### src/rtl/seq_shifter_pkg.sv
// ---------------------------------------------------------------------------
// seq_shifter_pkg
//
// Shared types and helpers for the sequential shift unit.
//   shift_mode_t : operation encoding carried on the 2-bit mode port
//   state_t      : control FSM encoding (IDLE / SHIFT / DONE)
//   shamt_w()    : width of the shift-amount / step-counter field for a
//                  given operand width
// ---------------------------------------------------------------------------
package seq_shifter_pkg;

    typedef enum logic [1:0] {
        SLL = 2'b00,    // logical left, zero fill from the LSB
        SRL = 2'b01,    // logical right, zero fill from the MSB
        SRA = 2'b10,    // arithmetic right, sign fill from the MSB
        ROL = 2'b11     // rotate left when enabled, otherwise treated as SLL
    } shift_mode_t;

    typedef enum logic [1:0] {
        IDLE  = 2'b00,
        SHIFT = 2'b01,
        DONE  = 2'b10
    } state_t;

    // Width of a field able to hold any shift amount 0..width-1.
    function automatic int shamt_w(input int width);
        return (width < 2) ? 1 : $clog2(width);
    endfunction

endpackage : seq_shifter_pkg

### src/rtl/seq_shifter_shift_step.sv
// ---------------------------------------------------------------------------
// shift_step
//
// Purely combinational single-step shifter. Moves an n-bit value by a
// variable amount k (the caller guarantees 0 <= k <= STEP < n) in the
// direction selected by mode.
//
// Optional feature macro: SEQ_SHIFTER_ROTATE_EN
//   defined   : mode ROL rotates left (MSB bits re-enter at the LSB)
//   undefined : mode ROL falls into the SLL path; no rotate logic exists
//
// Ports
//   value   in   n       value to shift
//   k       in   KW      shift amount for this step
//   mode    in   2       shift_mode_t operation select
//   shifted out  n       shifted value
// ---------------------------------------------------------------------------
module shift_step
    import seq_shifter_pkg::*;
#(
    parameter int n  = 32,
    parameter int KW = 5
) (
    input  logic [n-1:0]  value,
    input  logic [KW-1:0] k,
    input  shift_mode_t   mode,
    output logic [n-1:0]  shifted
);

`ifdef SEQ_SHIFTER_ROTATE_EN
    // Shifting a doubled copy left and keeping the upper half yields
    // (value << k) | (value >> (n - k)) without a subtraction in the path.
    logic [2*n-1:0] rot_full;
    assign rot_full = {value, value} << k;
`endif

    always_comb begin
        shifted = value << k;
        case (mode)
            SLL:     shifted = value << k;
            SRL:     shifted = value >> k;
            // The sign bit of the working value is the original sign bit,
            // since every earlier SRA step replicated it.
            SRA:     shifted = $signed(value) >>> k;
`ifdef SEQ_SHIFTER_ROTATE_EN
            ROL:     shifted = rot_full[2*n-1:n];
`endif
            default: shifted = value << k;
        endcase
    end

endmodule : shift_step

### src/rtl/seq_shifter.sv
// ---------------------------------------------------------------------------
// seq_shifter
//
// Multi-cycle variable shift unit. A request (num, shamt, mode) is accepted
// on a start edge while the unit is idle; the working register is then
// shifted by up to STEP bits per clock until the whole amount has been
// consumed, after which done pulses for one cycle.
//
// Optional feature macro: SEQ_SHIFTER_ROTATE_EN (enables rotate-left on
// mode 2'b11; otherwise mode 2'b11 behaves as SLL).
//
// Parameters
//   n     operand / result width (n >= 2)
//   STEP  maximum bits shifted per clock (1 <= STEP <= n-1)
//
// Ports
//   clk     in   1             rising-edge clock
//   reset   in   1             synchronous active-high reset
//   start   in   1             request strobe, taken only in IDLE
//   num     in   n             operand
//   shamt   in   $clog2(n)     shift amount
//   mode    in   2             00 SLL, 01 SRL, 10 SRA, 11 ROL/SLL
//   busy    out  1             high while shifting
//   done    out  1             one-cycle completion pulse
//   result  out  n             working register; final from done onwards
// ---------------------------------------------------------------------------
module seq_shifter
    import seq_shifter_pkg::*;
#(
    parameter int n    = 32,
    parameter int STEP = 1
) (
    input  logic                 clk,
    input  logic                 reset,
    input  logic                 start,
    input  logic [n-1:0]         num,
    input  logic [$clog2(n)-1:0] shamt,
    input  logic [1:0]           mode,
    output logic                 busy,
    output logic                 done,
    output logic [n-1:0]         result
);

    localparam int SHAMT_W = shamt_w(n);

    // Legacy-compatible state constants mirroring the package enum.
    localparam logic [1:0] ST_IDLE  = IDLE;
    localparam logic [1:0] ST_SHIFT = SHIFT;
    localparam logic [1:0] ST_DONE  = DONE;

    localparam logic [SHAMT_W-1:0] STEP_K = SHAMT_W'(STEP);

    if (n < 2 || STEP < 1 || STEP > n - 1) begin : g_param_check
        $error("seq_shifter: illegal parameters n=%0d STEP=%0d", n, STEP);
    end

    logic [1:0]         state_reg, state_next;
    logic [n-1:0]       data_reg, data_next;
    logic [SHAMT_W-1:0] count_reg, count_next;
    shift_mode_t        mode_reg, mode_next;
    logic               busy_reg, done_reg;

    logic [SHAMT_W-1:0] step_k;
    logic [n-1:0]       data_stepped;

    // Bits moved this cycle: a full STEP, or whatever remains on the last
    // step. Because step_k never exceeds count_reg the counter cannot wrap.
    assign step_k = (count_reg > STEP_K) ? STEP_K : count_reg;

    shift_step #(
        .n  (n),
        .KW (SHAMT_W)
    ) u_shift_step (
        .value   (data_reg),
        .k       (step_k),
        .mode    (mode_reg),
        .shifted (data_stepped)
    );

    always_comb begin
        state_next = state_reg;
        data_next  = data_reg;
        count_next = count_reg;
        mode_next  = mode_reg;
        case (state_reg)
            ST_IDLE: begin
                if (start) begin
                    data_next  = num;
                    count_next = shamt;
                    mode_next  = shift_mode_t'(mode);
                    state_next = (shamt == '0) ? ST_DONE : ST_SHIFT;
                end
            end
            ST_SHIFT: begin
                data_next  = data_stepped;
                count_next = count_reg - step_k;
                if (count_reg == step_k) begin
                    state_next = ST_DONE;
                end
            end
            ST_DONE: begin
                // Any start seen here is dropped; requests are not queued.
                state_next = ST_IDLE;
            end
            default: begin
                state_next = ST_IDLE;
            end
        endcase
    end

    always_ff @(posedge clk) begin
        if (reset) begin
            state_reg <= ST_IDLE;
            data_reg  <= '0;
            count_reg <= '0;
            mode_reg  <= SLL;
            busy_reg  <= 1'b0;
            done_reg  <= 1'b0;
        end else begin
            state_reg <= state_next;
            data_reg  <= data_next;
            count_reg <= count_next;
            mode_reg  <= mode_next;
            // Flag registers track the state register exactly, so the
            // outputs are glitch-free decodes of the current state.
            busy_reg  <= (state_next == ST_SHIFT);
            done_reg  <= (state_next == ST_DONE);
        end
    end

    assign busy   = busy_reg;
    assign done   = done_reg;
    assign result = data_reg;

endmodule : seq_shifter

### config.mk
export PLATFORM = sky130hd
export DESIGN_NAME = seq_shifter
export DESIGN_NICKNAME = d
export VERILOG_FILES = /design/src/rtl/seq_shifter_pkg.sv /design/src/rtl/seq_shifter_shift_step.sv /design/src/rtl/seq_shifter.sv
export SDC_FILE = /design/constraint.sdc
export NUM_CORES = 1
export LEC_CHECK = 0
export BUFFER_PORTS_ARGS = -buffer_cell sky130_fd_sc_hd__buf_2
export CAP_MARGIN = 30
export CORE_MARGIN = 8
export CORE_UTILIZATION = 50
export DETAILED_ROUTE_END_ITERATION = 8
export GPL_TIMING_DRIVEN = 0
export PLACE_DENSITY = 0.72
export SETUP_SLACK_MARGIN = 0.05
export SLEW_MARGIN = 25
export SYNTH_ARGS = -nofsm -noshare
export SYNTH_HDL_FRONTEND = slang
export SYNTH_HIERARCHICAL = 1
export SYNTH_SLANG_ARGS = --single-unit
### constraint.sdc
create_clock -name clk -period 3.4 [get_ports clk]
set_input_delay 0.34 -clock clk [delete_from_list [all_inputs] [get_ports clk]]
set_output_delay 0.34 -clock clk [all_outputs]
set_load 0.01 [all_outputs]
==> flow_summary.json <==
{
  "status": "finished, final reports clean",
  "drc": 0,
  "ys_seq_area_share_pct": 13.4,
  "hpwl_um": 23500,
  "ys.flop_type": "dfxtp_1",
  "rsz0062_at_grt": "true",
  "maxCapViolCount": 0,
  "grt_start_max_net_pins": 17,
  "die_w_um": 129,
  "syn_area_per_cell_um2": 8.71,
  "multi_input_area_um2": 5080,
  "synthToLayoutAreaGrowth_pct": 13.1,
  "drtPass1Iterations": 6,
  "critPathArrivalTime_ns": 3.46,
  "hold_violations": 0,
  "wl_um": 31800,
  "peakVddDrop_uv": 372,
  "path_max_fanout": 9,
  "most-common-layout-cells": "buf_2, nor2_1, mux2i_1",
  "ff_latch_area_um2": 861,
  "post-route-period-util_pct": 97.2,
  "cts.reportedPaths.clkPinSlew_ns": 0.08,
  "wl_per_cell_um": 31.8,
  "skew_ns": 0.00852,
  "p_total_mw": 3.29,
  "largest_reg_flops": 32,
  "filler_cell_count": 1118,
  "grt.total_usage_pct": 38.5,
  "relSlewSlack_pct": 31.6,
  "tightest_slew_ns": 1.01,
  "final_max_slew_viol_count": 0,
  "dr_total_vias": 7462,
  "cellPowerDensity_nw_per_um2": 454,
  "fin_area_um2": 7240,
  "synth-seq-cells": 43,
  "ys_types": 74,
  "drive_gt1_share_pct": 29.8,
  "fmax_mhz": 303,
  "grt_pass1_wl_um": 47200,
  "row_count": 41,
  "antenna-diode-count": 0,
  "hold_class": "in -> reg",
  "ff2ff_setup_slack_ns": 0.1,
  "ios": 76,
  "die_height_um": 129,
  "synthCells": 735,
  "cts_tree": "built",
  "criticalPathCategory": "reg -> reg",
  "drtIter0Drc": 1258,
  "grt_pass1_vias": 7254,
  "post_dp_cell_area_um2": 7030,
  "drt-vias-per-instance": 7.46,
  "clk_path_buf_depth": 2,
  "place.gp.congestion": 1.22,
  "async_reset_ff_share_pct": 0,
  "portBuffers": 74,
  "power_leakage_nw": 2.79,
  "cp.required_ns": 3.56,
  "cts-root-buf": "clkbuf_16",
  "syn_area_um2": 6400,
  "coreArea_um2": 12600,
  "cts_buffers": 5,
  "dieArea_um2": 16700,
  "start_util_pct": 51.0,
  "setup_viol": 0,
  "finalNetCount": 873,
  "crit_path_end_kind": "register",
  "yosysWarnings": 6,
  "cts.sinks": 43,
  "synth_edf_count": 0,
  "htreeDepth": 2,
  "clk_latency_ns": 0.30,
  "min_period_ns": 3.30,
  "startpoint_type": "register",
  "postRouteAntennaNets": 0,
  "antenna_found_initial": 0,
  "final_common_cell": "buf_2",
  "grt_remaining_overflow": 0
}
==> Yosys cell counts, drive strengths merged (13+ instances only) <==
cell | n | area (um^2)
a211oi | 41 | 368
a21oi | 27 | 135
buf | 49 | 384
clkbuf | 32 | 124
dfxtp | 43 | 861
mux2 | 32 | 360
mux2i | 81 | 811
mux4 | 54 | 1230
nand2 | 49 | 184
nand2b | 18 | 113
nor2 | 90 | 338
nor2b | 13 | 83.8
nor3 | 18 | 90.1
o211ai | 15 | 118
o21ai | 35 | 175
==> power breakdown <==
group	switching [mW]	total (mW)	leakage (nW)	internal, mW
registers	0.155	0.721	0.357	0.566
logic	1.18	2.04	2.36	0.851
clock network	0.249	0.529	0.0748	0.280
==> stage by stage <==
| step | hold slack [ns] | util, % | setup TNS [ns] | worst slack [ns] | cells |
|---|---|---|---|---|---|
| 2_1_floorplan | 0.453 | - | 0 | 0.867 | 744 |
| 3_3_place_gp | 0.497 | 55.9 | -0.196 | -0.105 | 990 |
| 3_5_place_dp | 0.503 | 55.9 | 0 | 0.0301 | 990 |
| 4_1_cts | 0.277 | 57.2 | 0 | 0.115 | 998 |
| 5_1_grt | 0.293 | 57.6 | 0 | 0.0422 | 1000 |
| 6_report | 0.275 | 57.6 | 0 | 0.0968 | 1000 |
==> layout make-up <==
| class | instances | area share, % |
|---|---|---|
| Buffer | 81 | 7.03 |
| Clock buffer | 5 | 1.73 |
| Clock inverter | 3 | 0.363 |
| Inverter | 11 | 0.570 |
| Multi-Input combinational cell | 609 | 70.1 |
| Sequential cell | 43 | 11.9 |
| Tap cell | 172 | 2.97 |
| Timing Repair Buffer | 76 | 5.32 |
==> critical path: stages (launching register included) <==
cell and delay, ns:
dfxtp_1 0.39, nor4_2 0.34, nand2b_1 0.12, buf_6 0.18, mux4_1 0.50, mux2i_1 0.49
nor3_1 0.09, a21oi_1 0.42, o21ai_0 0.30, mux2i_1 0.24, a211oi_2 0.09
==> per-layer routing <==
layer  global-route usage (%)  wire length, um  up-vias
met4                     22.9             2360        0
met5                        0                0        -
li1                         -                -     3021
met1                     46.9            11300     3463
met3                     17.7             5170      174
met2                     54.3            13000      804
==> final timing paths <==
kind                 from          end  cells after the start
max          count_reg[2]   result[21]                     10
min               mode[0]  mode_reg[0]                      3
max reg2reg  count_reg[2]   result[21]                     10
min reg2reg   mode_reg[0]  mode_reg[0]                      2
==> cell families after synthesis <==
| logic type | share of synthesized area [%] |
|---|---|
| simple gates | 16.8 |
| compound gates | 22.8 |
| mux | 37.5 |
| buf+inv | 8.58 |
| flops | 13.4 |
| fa+ha+maj | 0.781 |
| other cells | 0.0585 |
==> what timing repair did <==
action / 4_1_cts / 5_1_grt
hold buffers: 0 / 0
gates cloned: 0 / 0
resized for setup: 3 / 11
setup buffers: 0 / 2
pin swaps: 0 / 2
setup endpoints to repair: 3 / 10
endpoints found under the hold margin: 0 / 0
Power figures use the tool's default switching activity.
